### config.mk
export PLATFORM = sky130hd
export DESIGN_NAME = gf_mult_serial_host
export DESIGN_NICKNAME = d
export VERILOG_FILES = /design/src/rtl/gf_mult_serial_host.sv
export SDC_FILE = /design/constraint.sdc
export NUM_CORES = 1
export LEC_CHECK = 0
export CAP_MARGIN = 20
export CORE_ASPECT_RATIO = 1.1
export CORE_MARGIN = 2
export CORE_UTILIZATION = 52
export DETAILED_ROUTE_END_ITERATION = 16
export GPL_TIMING_DRIVEN = 0
export HOLD_SLACK_MARGIN = 0.05
export PLACE_DENSITY = 0.93
export SLEW_MARGIN = 5
export SYNTH_ARGS = -nofsm -noshare
export SYNTH_HDL_FRONTEND = slang
export SYNTH_SLANG_ARGS = --single-unit
### constraint.sdc
create_clock -name clk -period 4.9 [get_ports clk]
set_input_delay 0.735 -clock clk [delete_from_list [all_inputs] [get_ports clk]]
set_output_delay 0.735 -clock clk [all_outputs]
set_load 0.01 [all_outputs]
### src/rtl/gf_mult_serial_host.sv
// Host-side bit-serial driver for the serial GF multiplier: shifts operands out, collects the product.
// Optional transaction counter enabled by defining GF_HOST_TXN_COUNT_EN.
module gf_mult_serial_host #(
    parameter int DATA_WIDTH = 32,
    parameter int LATENCY    = 2
) (
    input  logic                    clk,
    input  logic                    reset,
    input  logic                    op_valid,
    output logic                    op_ready,
    input  logic [DATA_WIDTH-1:0]   op_a,
    input  logic [DATA_WIDTH-1:0]   op_b,
    output logic                    ser_a,
    output logic                    ser_b,
    output logic                    ser_frame,
    input  logic                    ser_res,
    output logic                    res_valid,
    input  logic                    res_ready,
    output logic [2*DATA_WIDTH-1:0] res_data,
    output logic [15:0]             txn_count
);

    localparam int CW = $clog2(2*DATA_WIDTH+1);

    localparam logic [2:0] S_IDLE      = 3'd0;
    localparam logic [2:0] S_SHIFT_OUT = 3'd1;
    localparam logic [2:0] S_WAIT      = 3'd2;
    localparam logic [2:0] S_SHIFT_IN  = 3'd3;
    localparam logic [2:0] S_DONE      = 3'd4;

    localparam logic [CW-1:0] OUT_LAST  = CW'(DATA_WIDTH-1);
    localparam logic [CW-1:0] WAIT_LAST = CW'((LATENCY > 0) ? LATENCY-1 : 0);
    localparam logic [CW-1:0] IN_LAST   = CW'(2*DATA_WIDTH-1);
    // With zero latency the result bits follow the last operand bit directly.
    localparam logic [2:0] AFTER_OUT = (LATENCY == 0) ? S_SHIFT_IN : S_WAIT;

    logic [2:0]              state_q, state_d;
    logic [CW-1:0]           cnt_q, cnt_d;
    logic [DATA_WIDTH-1:0]   a_q, a_d, b_q, b_d;
    logic [2*DATA_WIDTH-1:0] res_q, res_d;

    always_comb begin
        state_d = state_q;
        cnt_d   = cnt_q + 1'b1;
        a_d     = a_q;
        b_d     = b_q;
        res_d   = res_q;
        case (state_q)
            S_IDLE: begin
                cnt_d = '0;
                if (op_valid) begin
                    a_d     = op_a;
                    b_d     = op_b;
                    state_d = S_SHIFT_OUT;
                end
            end
            S_SHIFT_OUT: begin
                a_d = {a_q[DATA_WIDTH-2:0], 1'b0};
                b_d = {b_q[DATA_WIDTH-2:0], 1'b0};
                if (cnt_q == OUT_LAST) begin
                    state_d = AFTER_OUT;
                    cnt_d   = '0;
                end
            end
            S_WAIT: begin
                if (cnt_q == WAIT_LAST) begin
                    state_d = S_SHIFT_IN;
                    cnt_d   = '0;
                end
            end
            S_SHIFT_IN: begin
                res_d = {res_q[2*DATA_WIDTH-2:0], ser_res};
                if (cnt_q == IN_LAST) begin
                    state_d = S_DONE;
                    cnt_d   = '0;
                end
            end
            S_DONE: begin
                cnt_d = '0;
                if (res_ready) begin
                    state_d = S_IDLE;
                end
            end
            default: begin
                state_d = S_IDLE;
                cnt_d   = '0;
            end
        endcase
    end

    always_ff @(posedge clk) begin
        if (reset) begin
            state_q <= S_IDLE;
            cnt_q   <= '0;
            a_q     <= '0;
            b_q     <= '0;
            res_q   <= '0;
        end else begin
            state_q <= state_d;
            cnt_q   <= cnt_d;
            a_q     <= a_d;
            b_q     <= b_d;
            res_q   <= res_d;
        end
    end

    assign op_ready  = (state_q == S_IDLE);
    assign res_valid = (state_q == S_DONE);
    assign ser_frame = (state_q == S_SHIFT_OUT);
    assign ser_a     = ser_frame & a_q[DATA_WIDTH-1];
    assign ser_b     = ser_frame & b_q[DATA_WIDTH-1];
    assign res_data  = res_q;

`ifdef GF_HOST_TXN_COUNT_EN
    logic [15:0] txn_q;

    always_ff @(posedge clk) begin
        if (reset) begin
            txn_q <= '0;
        end else if (res_valid && res_ready) begin
            txn_q <= txn_q + 16'd1;
        end
    end

    assign txn_count = txn_q;
`else
    assign txn_count = '0;
`endif

endmodule
==> key figures, run 1 <==
Routing
  • Drc violations: 0
  • Number of nets with antenna violations after routing: 0
  • Mean routed wirelength per cell: 13.5 um
  • Count of vias placed by the detailed router: 5,230
  • Number of violations reported at the end of detailed-routing iteration 0: 212
  • Detailed-routing iteration count for the pre-antenna-repair pass: 4
  • Via-to-Cell Ratio: 5.05
  • Detailed Route WL: 14,000 um

Clock network
  • Clock tree from TritonCTS: built
  • Clock-pin slew on the worst setup and hold paths: 0.06 ns
  • Number of clock sinks: 138
  • Insertion delay of the later-clocked pin in the worst-skew pair: 0.41 ns
  • Root buffer selected by CTS: clkbuf_16
  • Count of cells resized by post-cts repair: 0
  • Post-cts hold buffer count: 0
  • H-tree Lvls: 4
  • Deepest clock path buffer count: 2
  • Setup bufs post-CTS: 0
  • Number of buffers created by CTS: 17

STA
  • Setup slack after layout: 1.78 ns
  • Final Hold Fails: 0
  • Worst hold-check slack: 0.459 ns
  • Transition time at the pin with the least slew margin: 0.761 ns
  • Relative slew slack: 49.1%
  • Largest clock skew in the final design: 0.00560 ns
  • Setup TNS: 0 ns
  • Crit share post-route: 63.7%
  • Number of max-slew violations in the final report: 0
  • Final setup violation count: 0
  • Unrepaired setup endpoints after global routing: false
  • Final critical delay including setup and external delays: 3.12 ns
  • Achievable frequency: 0.320 GHz

Yosys
  • Post-synthesis register bit count: 138
  • Sequential-to-total area share from yosys stat: 48.7%
  • Syn Std Cell Area: 5670 sq um
  • Number of warning messages in the yosys log: 0
  • Cell variety after synth: 39
  • Synth Area per Inst: 8.04 sq um
  • Synthesized instance count: 705

Power and ir drop
  • Power Density: 353 nW/um^2
  • Clock network fraction of total power: 47.0%
  • Proportion of power drawn by flip-flops and latches: 43.0%
  • Power spent charging and discharging nets: 0.000658 W
  • Lkg Pwr: 2.92 nW
  • Switching power share of the total: 23.7%
  • Cell-internal power: 0.00212 W
  • Combinational cell fraction of total power: 9.9%
  • Largest voltage drop on the vdd net: 0.000271 V

Placement
  • IO buf count: 136
  • Sum of net half-perimeters after detailed placement: 9900 um
  • Pre-CTS setup slack: 2.21 ns
  • Routability cong.: 0.802

Finish
  • Most common library cell in the layout ignoring fill and taps: nor2_1
  • Number of filler instances in the final layout: 772
  • N_diodes: 0
  • Post-synthesis to final-layout area growth: 39.0%
  • Share of layout cells above drive strength 1: 12.4%
  • Most frequent cells in the layout: nor2_1 (180), nand2_1 (139), dfxtp_1 (138)
  • Number of nets in the layout: 946

Floorplan
  • Die height: 114 um
  • Floorplan Core Area: 10,800 sq um
  • Area enclosed by the die boundary: 11,800 sq um
  • Boundary pin count: 154
  • Starting utilization of the core area: 52.7%
  • Placement row count: 40
  • Die X: 104 um

Critical path
  • Worst r2r src: state_q[0]
  • Setup slack of the most critical reg-to-reg path: 2.89 ns
  • Startpoint of the worst setup timing path: state_q[2]
  • Data required, critical path: 4.16 ns
  • Endpoint type of the worst setup path: output pin
  • Startpoint type of the worst setup path: flip-flop
  • End point of the critical path: ser_a
  • Largest fanout on the critical path: 10
  • Capture instance of the worst register-to-register path: res_data[6]
  • Number of cells traversed by the worst register-to-register path: 6
  • WS Path Type: flip-flop to output pin
  • Worst EP arrival: 2.39 ns

Global routing
  • Wire length of the first global-routing pass: 23,300 um
  • Pin count of the biggest net entering global routing: 17
  • Number of antenna violations at the first check in global routing: 0
  • GRT Resource Usage Total: 24.1%
  • Total gr overflow: 0
  • Via count of the first global-routing pass: 5,050

Min path
  • Worst min-delay path class: flip-flop to flip-flop

Status
  • Outcome: finished, final reports clean

Job
  • Max cap viols: 0
## metal layers
| metal | GRT usage (%) | share of wire [%] | vias up |
|---|---|---|---|
| met5 | 0 | 0 | - |
| met4 | 9.55 | 1.4 | 0 |
| met3 | 10.2 | 9.1 | 21 |
| met2 | 41.3 | 49 | 137 |
| met1 | 26.6 | 41 | 2445 |
| li1 | - | - | 2627 |
## Yosys cell counts
master / instances / area (sq um)
xnor2_1: 4 / 35.0
nand3_1: 5 / 25.0
a21boi_0: 1 / 7.51
dfxtp_1: 138 / 2760
a21oi_1: 72 / 360
and2_1: 3 / 18.8
a41oi_1: 1 / 8.76
nor2_1: 180 / 676
buf_6: 5 / 56.3
buf_8: 1 / 15.0
or3b_2: 2 / 17.5
a221oi_2: 1 / 15.0
clkbuf_1: 35 / 131
o22ai_1: 1 / 6.26
nor4b_2: 1 / 15.0
or2_2: 1 / 6.26
nor4_2: 40 / 500
nand4_1: 1 / 6.26
a22oi_1: 6 / 45.0
buf_4: 17 / 128
clkinv_1: 1 / 3.75
inv_1: 3 / 11.3
xor2_1: 1 / 8.76
o21ai_0: 1 / 5.00
nand3b_1: 3 / 22.5
nand2_1: 139 / 522
buf_1: 1 / 3.75
and3_1: 2 / 12.5
buf_2: 10 / 50.1
nor2b_1: 1 / 6.26
nand2_2: 1 / 6.26
conb_1: 1 / 3.75
or4b_1: 1 / 10.0
ha_1: 2 / 25.0
nor4_1: 19 / 119
a31oi_1: 1 / 6.26
nor3_1: 1 / 5.00
nor3b_1: 1 / 7.51
o211ai_1: 1 / 7.51
## final cells by class
cell class	instances	area, sq um	share of cell area, %
buffer	69	384	4.87
clock buffer	19	443	5.62
clock inverter	13	169	2.14
sequential	138	2760	35.0
tap	147	184	2.33
multi-input combinational	509	2570	32.5
inverter	4	15.0	0.190
timing repair buffer	136	1360	17.3
## how the worst min path moves through the flow
| stage | from | to | cells after the start |
|---|---|---|---|
| after floorplan | cnt_q[0] | cnt_q[0] | 1 |
| after global placement | cnt_q[0] | cnt_q[0] | 1 |
| after detailed placement | a_q[6] | a_q[6] | 2 |
| after CTS | a_q[6] | a_q[6] | 2 |
| after global routing | res_data[19] | res_data[20] | 2 |
| final | a_q[6] | a_q[6] | 2 |
## worst max-delay path: stages, from the launching register on
cell and delay, ns:
dfxtp_1 0.31, buf_2 0.18, or3b_2 0.46, buf_2 0.17, clkinv_1 0.19, and2_1 0.16, clkdlybuf4s50_1 0.52
## metrics by stage
stage / power (W) / instances / util (%) / area (sq um)
3_3_place_gp: 0.00149 / 1003 / 67.6 / 7270
4_1_cts: 0.00280 / 1035 / 73.3 / 7890
6_report: 0.00278 / 1035 / 73.3 / 7890
3_5_place_dp: 0.00150 / 1003 / 67.6 / 7270
2_1_floorplan: 0.00140 / 720 / - / 5730
5_1_grt: 0.00288 / 1035 / 73.3 / 7890
## cell families after synthesis
kind of cell / count (synthesis) / share of synthesized area (%)
AND/OR/NAND/NOR: 401 / 34.8
flip-flops: 138 / 48.7
AO/OA/AOI/OAI: 85 / 8.14
buffers and inverters: 73 / 7.04
XOR/XNOR: 5 / 0.772
adder cells (fa/ha/maj): 2 / 0.441
other: 1 / 0.0661
## sequential cells by signal, indices dropped and copies added, names as in the netlist
name      flops
cnt_q         7
res_data     64
b_q          32
a_q          32
state_q       3
## power groups by stage
stage | combinational (W) | clock, W | sequential, W
2_1_floorplan | 0.000182 | 0 | 0.00121
3_3_place_gp | 0.000269 | 0 | 0.00122
3_5_place_dp | 0.000276 | 0 | 0.00122
4_1_cts | 0.000278 | 0.00132 | 0.00120
5_1_grt | 0.000305 | 0.00137 | 0.00120
6_report | 0.000276 | 0.00131 | 0.00120
(Power assumes the default switching activity.)
==> run 2, diff against run 1 <==
--- a/config.mk
+++ b/config.mk
@@ -8,11 +8,11 @@
 export CAP_MARGIN = 20
 export CORE_ASPECT_RATIO = 1.1
 export CORE_MARGIN = 2
-export CORE_UTILIZATION = 52
+export CORE_UTILIZATION = 48
 export DETAILED_ROUTE_END_ITERATION = 16
 export GPL_TIMING_DRIVEN = 0
 export HOLD_SLACK_MARGIN = 0.05
-export PLACE_DENSITY = 0.93
+export PLACE_DENSITY = 0.88
 export SLEW_MARGIN = 5
 export SYNTH_ARGS = -nofsm -noshare
 export SYNTH_HDL_FRONTEND = slang
==> constraint.sdc (replaced) <==
create_clock -name clk -period 3.1 [get_ports clk]
set_input_delay 0.465 -clock clk [delete_from_list [all_inputs] [get_ports clk]]
set_output_delay 0.465 -clock clk [all_outputs]
set_load 0.01 [all_outputs]
==> run 2 against run 1 <==
  * Clock power grew 63%
  * Total power grew 61%
  * Non-clock buffer count unchanged
  * Design area increased by 0.25%
  * Clock-buffer cell count up 4
  * Sequential share of layout area decreased by 0.089 points
  * Combinational power rose by 58%
  * Global-route usage down 1.4 points
  * Final cell count rose by 0.19%
  * Worst setup slack lost 1.6 ns
  * Critical path depth unchanged
  * Via count down 0.75%
  * Largest cell class unchanged
  * Largest power group unchanged
==> key figures, run 2 (same netlist as run 1, synthesis figures left out) <==
Critical path
  • Worst r2r src: state_q[0]
  • Cell breakdown of the critical path: buf_2 > or3b_2 > buf_2 > clkinv_1 > and2_1 > clkdlybuf4s50_1
  • Endpoint type of the worst setup path: output pin
  • WS Path Type: flip-flop to output pin
  • Startpoint type of the worst setup path: flip-flop
  • Worst EP arrival: 2.41 ns
  • Bufs and invs on worst path: 4
  • Slowest cell on crit path: clkdlybuf4s50_1
  • Largest fanout on the critical path: 10
  • CP dominant cell by count: buf_2
  • Data required, critical path: 2.63 ns
  • Critical path's largest stage delay: 0.53 ns
  • Startpoint of the worst setup timing path: state_q[2]
  • Kind of cell adding the most delay to the critical path: buffers and inverters

Placement
  • Sum of net half-perimeters after detailed placement: 9750 um
  • Routability cong.: 0.797
  • IO buf count: 136
  • # placed instances: 1,006

STA
  • Crit share post-route: 92.9%
  • Relative slew slack: 48.7%
  • Transition time at the pin with the least slew margin: 0.767 ns
  • Largest clock skew in the final design: 0.00362 ns
  • Final critical delay including setup and external delays: 2.88 ns
  • Achievable frequency: 0.347 GHz
  • Setup TNS: 0 ns
  • Worst hold-check slack: 0.455 ns
  • Final Hold Fails: 0
  • Final setup violation count: 0
  • Unrepaired setup endpoints after global routing: false
  • Number of max-slew violations in the final report: 0

Finish
  • Most frequent cells in the layout: nor2_1 (180), nand2_1 (139), dfxtp_1 (138)
  • N_diodes: 0
  • Area occupied by multi-input gates: 2570 sq um
  • Flip-flop and latch area: 2760 sq um
  • Largest register FFs: 64
  • Number of nets in the layout: 946
  • Number of filler instances in the final layout: 930
  • Most common library cell in the layout ignoring fill and taps: nor2_1
  • Final core area utilization: 68.8%
  • Non-filler instance count after layout: 1,037
  • Share of layout cells above drive strength 1: 12.2%
  • Post-synthesis to final-layout area growth: 39.4%

Clock network
  • Number of clock sinks: 138
  • Post-cts hold buffer count: 0
  • Clock-pin slew on the worst setup and hold paths: 0.05 ns
  • Number of buffers created by CTS: 17
  • Clock tree from TritonCTS: built
  • Setup bufs post-CTS: 0
  • Count of cells resized by post-cts repair: 0
  • Insertion delay of the later-clocked pin in the worst-skew pair: 0.41 ns
  • H-tree Lvls: 4
  • Deepest clock path buffer count: 2
  • Root buffer selected by CTS: clkbuf_16

Routing
  • Number of violations reported at the end of detailed-routing iteration 0: 255
  • Mean routed wirelength per cell: 13.6 um
  • Number of nets with antenna violations after routing: 0
  • Count of vias placed by the detailed router: 5,191
  • Detailed Route WL: 14,100 um
  • Detailed-routing iteration count for the pre-antenna-repair pass: 5
  • Via-to-Cell Ratio: 5.01
  • Drc violations: 0

Min path
  • Worst min-delay path class: flip-flop to flip-flop
  • Hold path start: a_q[5]

Global routing
  • GRT Resource Usage Total: 22.7%
  • Wire length of the first global-routing pass: 23,200 um
  • Pin count of the biggest net entering global routing: 17
  • Total gr overflow: 0
  • Via count of the first global-routing pass: 5,020
  • Number of antenna violations at the first check in global routing: 0

Job
  • Max cap viols: 0

Power and ir drop
  • Post-route total power: 0.00448 W
  • Lkg Pwr: 2.94 nW
  • Power Density: 566 nW/um^2
  • Largest voltage drop on the vdd net: 0.000496 V

Status
  • Outcome: finished, final reports clean

Floorplan
  • Die X: 108 um
  • Die height: 118 um
  • Floorplan Core Area: 11,500 sq um
  • Starting utilization of the core area: 49.4%
  • Boundary pin count: 154
  • Area enclosed by the die boundary: 12,700 sq um
  • Placement row count: 41
run 2: cell types whose count changed in the layout (fill, tap and decap cells not counted), sizes merged:
cell / before / now
bufinv: 3 / 4
inv: 4 / 3
clkinv: 9 / 5
clkinvlp: 1 / 0
clkbuf: 54 / 58
run 2: metrics by stage:
stage	setup WS (ns)	instance area, sq um
after floorplan	1.25	5730
after global placement	0.679	7280
after detailed placement	0.667	7280
after CTS	0.209	7910
after global routing	0.125	7910
final	0.221	7910
run 2: worst paths after layout:
check	slack (ns)	cells past startpoint	end
setup / recovery	0.22	6	ser_b
hold / removal	0.46	2	a_q[5]
setup reg to reg	1.14	6	res_data[17]
hold reg to reg	0.46	2	a_q[5]
run 2: power by group:
part / switching [W] / internal (W) / leakage (nW) / total, W
clock: 0.000723 / 0.00142 / 0.313 / 0.00214
combinational: 0.000227 / 0.000209 / 1.50 / 0.000437
sequential: 0.0000406 / 0.00185 / 1.13 / 0.00189
total: 0.000991 / 0.00348 / 2.94 / 0.00448
run 2: cell type report:
type,count,share of cell area (%)
sequential,138,34.9
multi-input combinational,509,32.5
timing repair buffer,136,17.2
clock buffer,23,6.17
buffer,69,4.86
tap,150,2.37
clock inverter,8,1.77
inverter,4,0.190
run 2: tightest hold or removal path, stage by stage, from the launching register on:
cell and delay, ns:
dfxtp_1 0.31, nand2_1 0.05, a21oi_1 0.05
run 2: metal layers:
metal	track usage (%)	share of wire (%)	vias up	wire length, um
met5	0	0	-	0
met4	7.21	1.1	0	161
met3	11.7	10	14	1440
met2	37.1	47	162	6690
met1	25.5	41	2369	5840
li1	-	-	2646	-
==> run 3, diff against run 2 <==
--- a/config.mk
+++ b/config.mk
@@ -5,6 +5,7 @@
 export SDC_FILE = /design/constraint.sdc
 export NUM_CORES = 1
 export LEC_CHECK = 0
+export ABC_CLOCK_PERIOD_IN_PS = 3100
 export CAP_MARGIN = 20
 export CORE_ASPECT_RATIO = 1.1
 export CORE_MARGIN = 2
@@ -12,7 +13,7 @@
 export DETAILED_ROUTE_END_ITERATION = 16
 export GPL_TIMING_DRIVEN = 0
 export HOLD_SLACK_MARGIN = 0.05
-export PLACE_DENSITY = 0.88
+export PLACE_DENSITY = 0.84
 export SLEW_MARGIN = 5
 export SYNTH_ARGS = -nofsm -noshare
 export SYNTH_HDL_FRONTEND = slang
==> run 3 against run 2 <==
  * Total power down 3.1%
  * Final cell count unchanged
  * Global-route usage down 0.79 points
  * Worst setup slack better by 0.0088 ns
  * Register-to-register slack about the same
  * Die area unchanged
  * Hold slack worse by 0.00057 ns
  * Sequential share of layout area up 0.13 points
  * Clock power down 6%
  * Combinational power about the same
  * Clock-buffer cell count down 2
==> key figures, run 3 (same netlist as run 1, synthesis figures left out) <==
Status
  • Outcome: finished, final reports clean

Global routing
  • Wire length of the first global-routing pass: 22,700 um
  • Global-route track usage on met3: 9.14%
  • Via count of the first global-routing pass: 4,968
  • GRT met1 Usage: 26.2%
  • Peak-usage layer in the global routing report: met2
  • Pin count of the biggest net entering global routing: 17
  • Total gr overflow: 0
  • Number of antenna violations at the first check in global routing: 0
  • Met2 Usage GRT: 35.0%
  • GRT Resource Usage Total: 21.9%

Critical path
  • End point of the critical path: ser_b
  • Data required, critical path: 2.63 ns
  • Startpoint of the worst setup timing path: state_q[2]
  • Bufs and invs on worst path: 4
  • Worst r2r src: state_q[0]
  • Total stage count of the critical path: 6
  • Startpoint type of the worst setup path: flip-flop
  • Number of cells traversed by the worst register-to-register path: 6
  • WS Path Type: flip-flop to output pin
  • CP dominant cell by count: buf_2
  • Worst EP arrival: 2.40 ns
  • Endpoint type of the worst setup path: output pin
  • Largest fanout on the critical path: 10
  • Kind of cell adding the most delay to the critical path: buffers and inverters
  • Cell breakdown of the critical path: buf_2 > or3b_2 > buf_2 > clkinv_1 > and2_1 > clkdlybuf4s50_1
  • Critical path's largest stage delay: 0.53 ns
  • Capture instance of the worst register-to-register path: res_data[12]
  • Setup slack of the most critical reg-to-reg path: 1.15 ns
  • Slowest cell on crit path: clkdlybuf4s50_1

Finish
  • Most common library cell in the layout ignoring fill and taps: nor2_1
  • Largest register FFs: 64
  • Final core area utilization: 68.5%
  • Most frequent cells in the layout: nor2_1 (180), nand2_1 (139), dfxtp_1 (138)
  • Post-synthesis to final-layout area growth: 38.8%
  • N_diodes: 0
  • Number of nets in the layout: 946
  • Share of layout cells above drive strength 1: 12.4%

Power and ir drop
  • Power Density: 551 nW/um^2
  • Cell-internal power: 0.00333 W
  • Lkg Pwr: 2.91 nW
  • Proportion of power drawn by flip-flops and latches: 43.6%
  • Combinational cell fraction of total power: 10.0%
  • Largest voltage drop on the vdd net: 0.000339 V
  • Post-route total power: 0.00434 W
  • Switching power share of the total: 23.3%
  • Clock network fraction of total power: 46.3%
  • Power spent charging and discharging nets: 0.00101 W

Clock network
  • Root buffer selected by CTS: clkbuf_16
  • Post-cts hold buffer count: 0
  • Number of buffers created by CTS: 17
  • Count of cells resized by post-cts repair: 0
  • H-tree Lvls: 4
  • Setup bufs post-CTS: 0
  • Number of clock sinks: 138
  • Clock-pin slew on the worst setup and hold paths: 0.05 ns
  • Insertion delay of the later-clocked pin in the worst-skew pair: 0.41 ns
  • Deepest clock path buffer count: 2
  • Clock tree from TritonCTS: built

STA
  • Final critical delay including setup and external delays: 2.87 ns
  • Crit share post-route: 92.6%
  • Achievable frequency: 0.348 GHz
  • Unrepaired setup endpoints after global routing: false
  • Setup TNS: 0 ns
  • Transition time at the pin with the least slew margin: 0.795 ns
  • Number of max-slew violations in the final report: 0
  • Setup slack after layout: 0.230 ns
  • Relative slew slack: 46.9%
  • Final Hold Fails: 0
  • Final setup violation count: 0
  • Largest clock skew in the final design: 0.00802 ns

Min path
  • Worst min-delay path class: flip-flop to flip-flop

Floorplan
  • Placement row count: 41
  • Floorplan Core Area: 11,500 sq um
  • Area enclosed by the die boundary: 12,700 sq um
  • Die X: 108 um
  • Boundary pin count: 154
  • Starting utilization of the core area: 49.4%
  • Die height: 118 um

Routing
  • Mean routed wirelength per cell: 13.2 um
  • Number of violations reported at the end of detailed-routing iteration 0: 238
  • Count of vias placed by the detailed router: 5,155
  • Drc violations: 0
  • Via-to-Cell Ratio: 4.97
  • Detailed Route WL: 13,700 um
  • Detailed-routing iteration count for the pre-antenna-repair pass: 4
  • Number of nets with antenna violations after routing: 0

Placement
  • Pre-CTS setup slack: 0.663 ns
  • IO buf count: 136
  • Sum of net half-perimeters after detailed placement: 9620 um
  • Routability cong.: 0.841

Job
  • Max cap viols: 0
==> run 3: cell count changes in the layout (fill, tap and decap cells not counted), sizes merged <==
| cell | change |
|---|---|
| bufinv | -2 |
| clkbuf | -2 |
| clkinvlp | +4 |
==> run 3: layout make-up <==
cell class	instances	area, sq um
plain buffers	69	384
clock buffers	21	480
clock inverters	10	118
fillers	950	3620
inverters	4	15.0
multi-input cells	509	2570
flip-flops and latches	138	2760
well taps	150	188
repair buffers	136	1360
==> run 3: layer usage <==
layer | wire [um] | share of wire (%) | up-vias
li1 | - | - | 2629
met5 | 0 | 0 | -
met2 | 6380 | 46 | 136
met3 | 1250 | 9.1 | 21
met1 | 5870 | 43 | 2369
met4 | 228 | 1.7 | 0
==> run 3: worst min-delay path: stages (launching register included) <==
cell and delay [ns]:
dfxtp_1 0.31, nand2_1 0.05, a21oi_1 0.05
==> run 3: how the worst min path moves through the flow <==
stage	slack, ns	cells after the start	startpoint	end
2_1_floorplan	0.43	1	cnt_q[0]	cnt_q[0]
3_3_place_gp	0.44	2	a_q[4]	a_q[4]
3_5_place_dp	0.45	2	a_q[4]	a_q[4]
4_1_cts	0.45	2	a_q[4]	a_q[4]
5_1_grt	0.48	2	a_q[3]	a_q[3]
6_report	0.45	2	a_q[4]	a_q[4]
==> run 3: power by group through the flow <==
| stage | logic (W) | registers, W | clock network [W] |
|---|---|---|---|
| after detailed placement | 0.000435 | 0.00193 | 0 |
| after global routing | 0.000482 | 0.00190 | 0.00211 |
| after floorplan | 0.000287 | 0.00192 | 0 |
| after global placement | 0.000428 | 0.00193 | 0 |
| after CTS | 0.000438 | 0.00189 | 0.00204 |
| final | 0.000435 | 0.00189 | 0.00201 |
==> run 3: stage by stage <==
| step | instances | hold slack (ns) | cell area, sq um |
|---|---|---|---|
| final | 1037 | 0.455 | 7880 |
| after global placement | 1006 | 0.442 | 7280 |
| after floorplan | 720 | 0.430 | 5730 |
| after global routing | 1037 | 0.477 | 7880 |
| after detailed placement | 1006 | 0.447 | 7280 |
| after CTS | 1037 | 0.455 | 7880 |
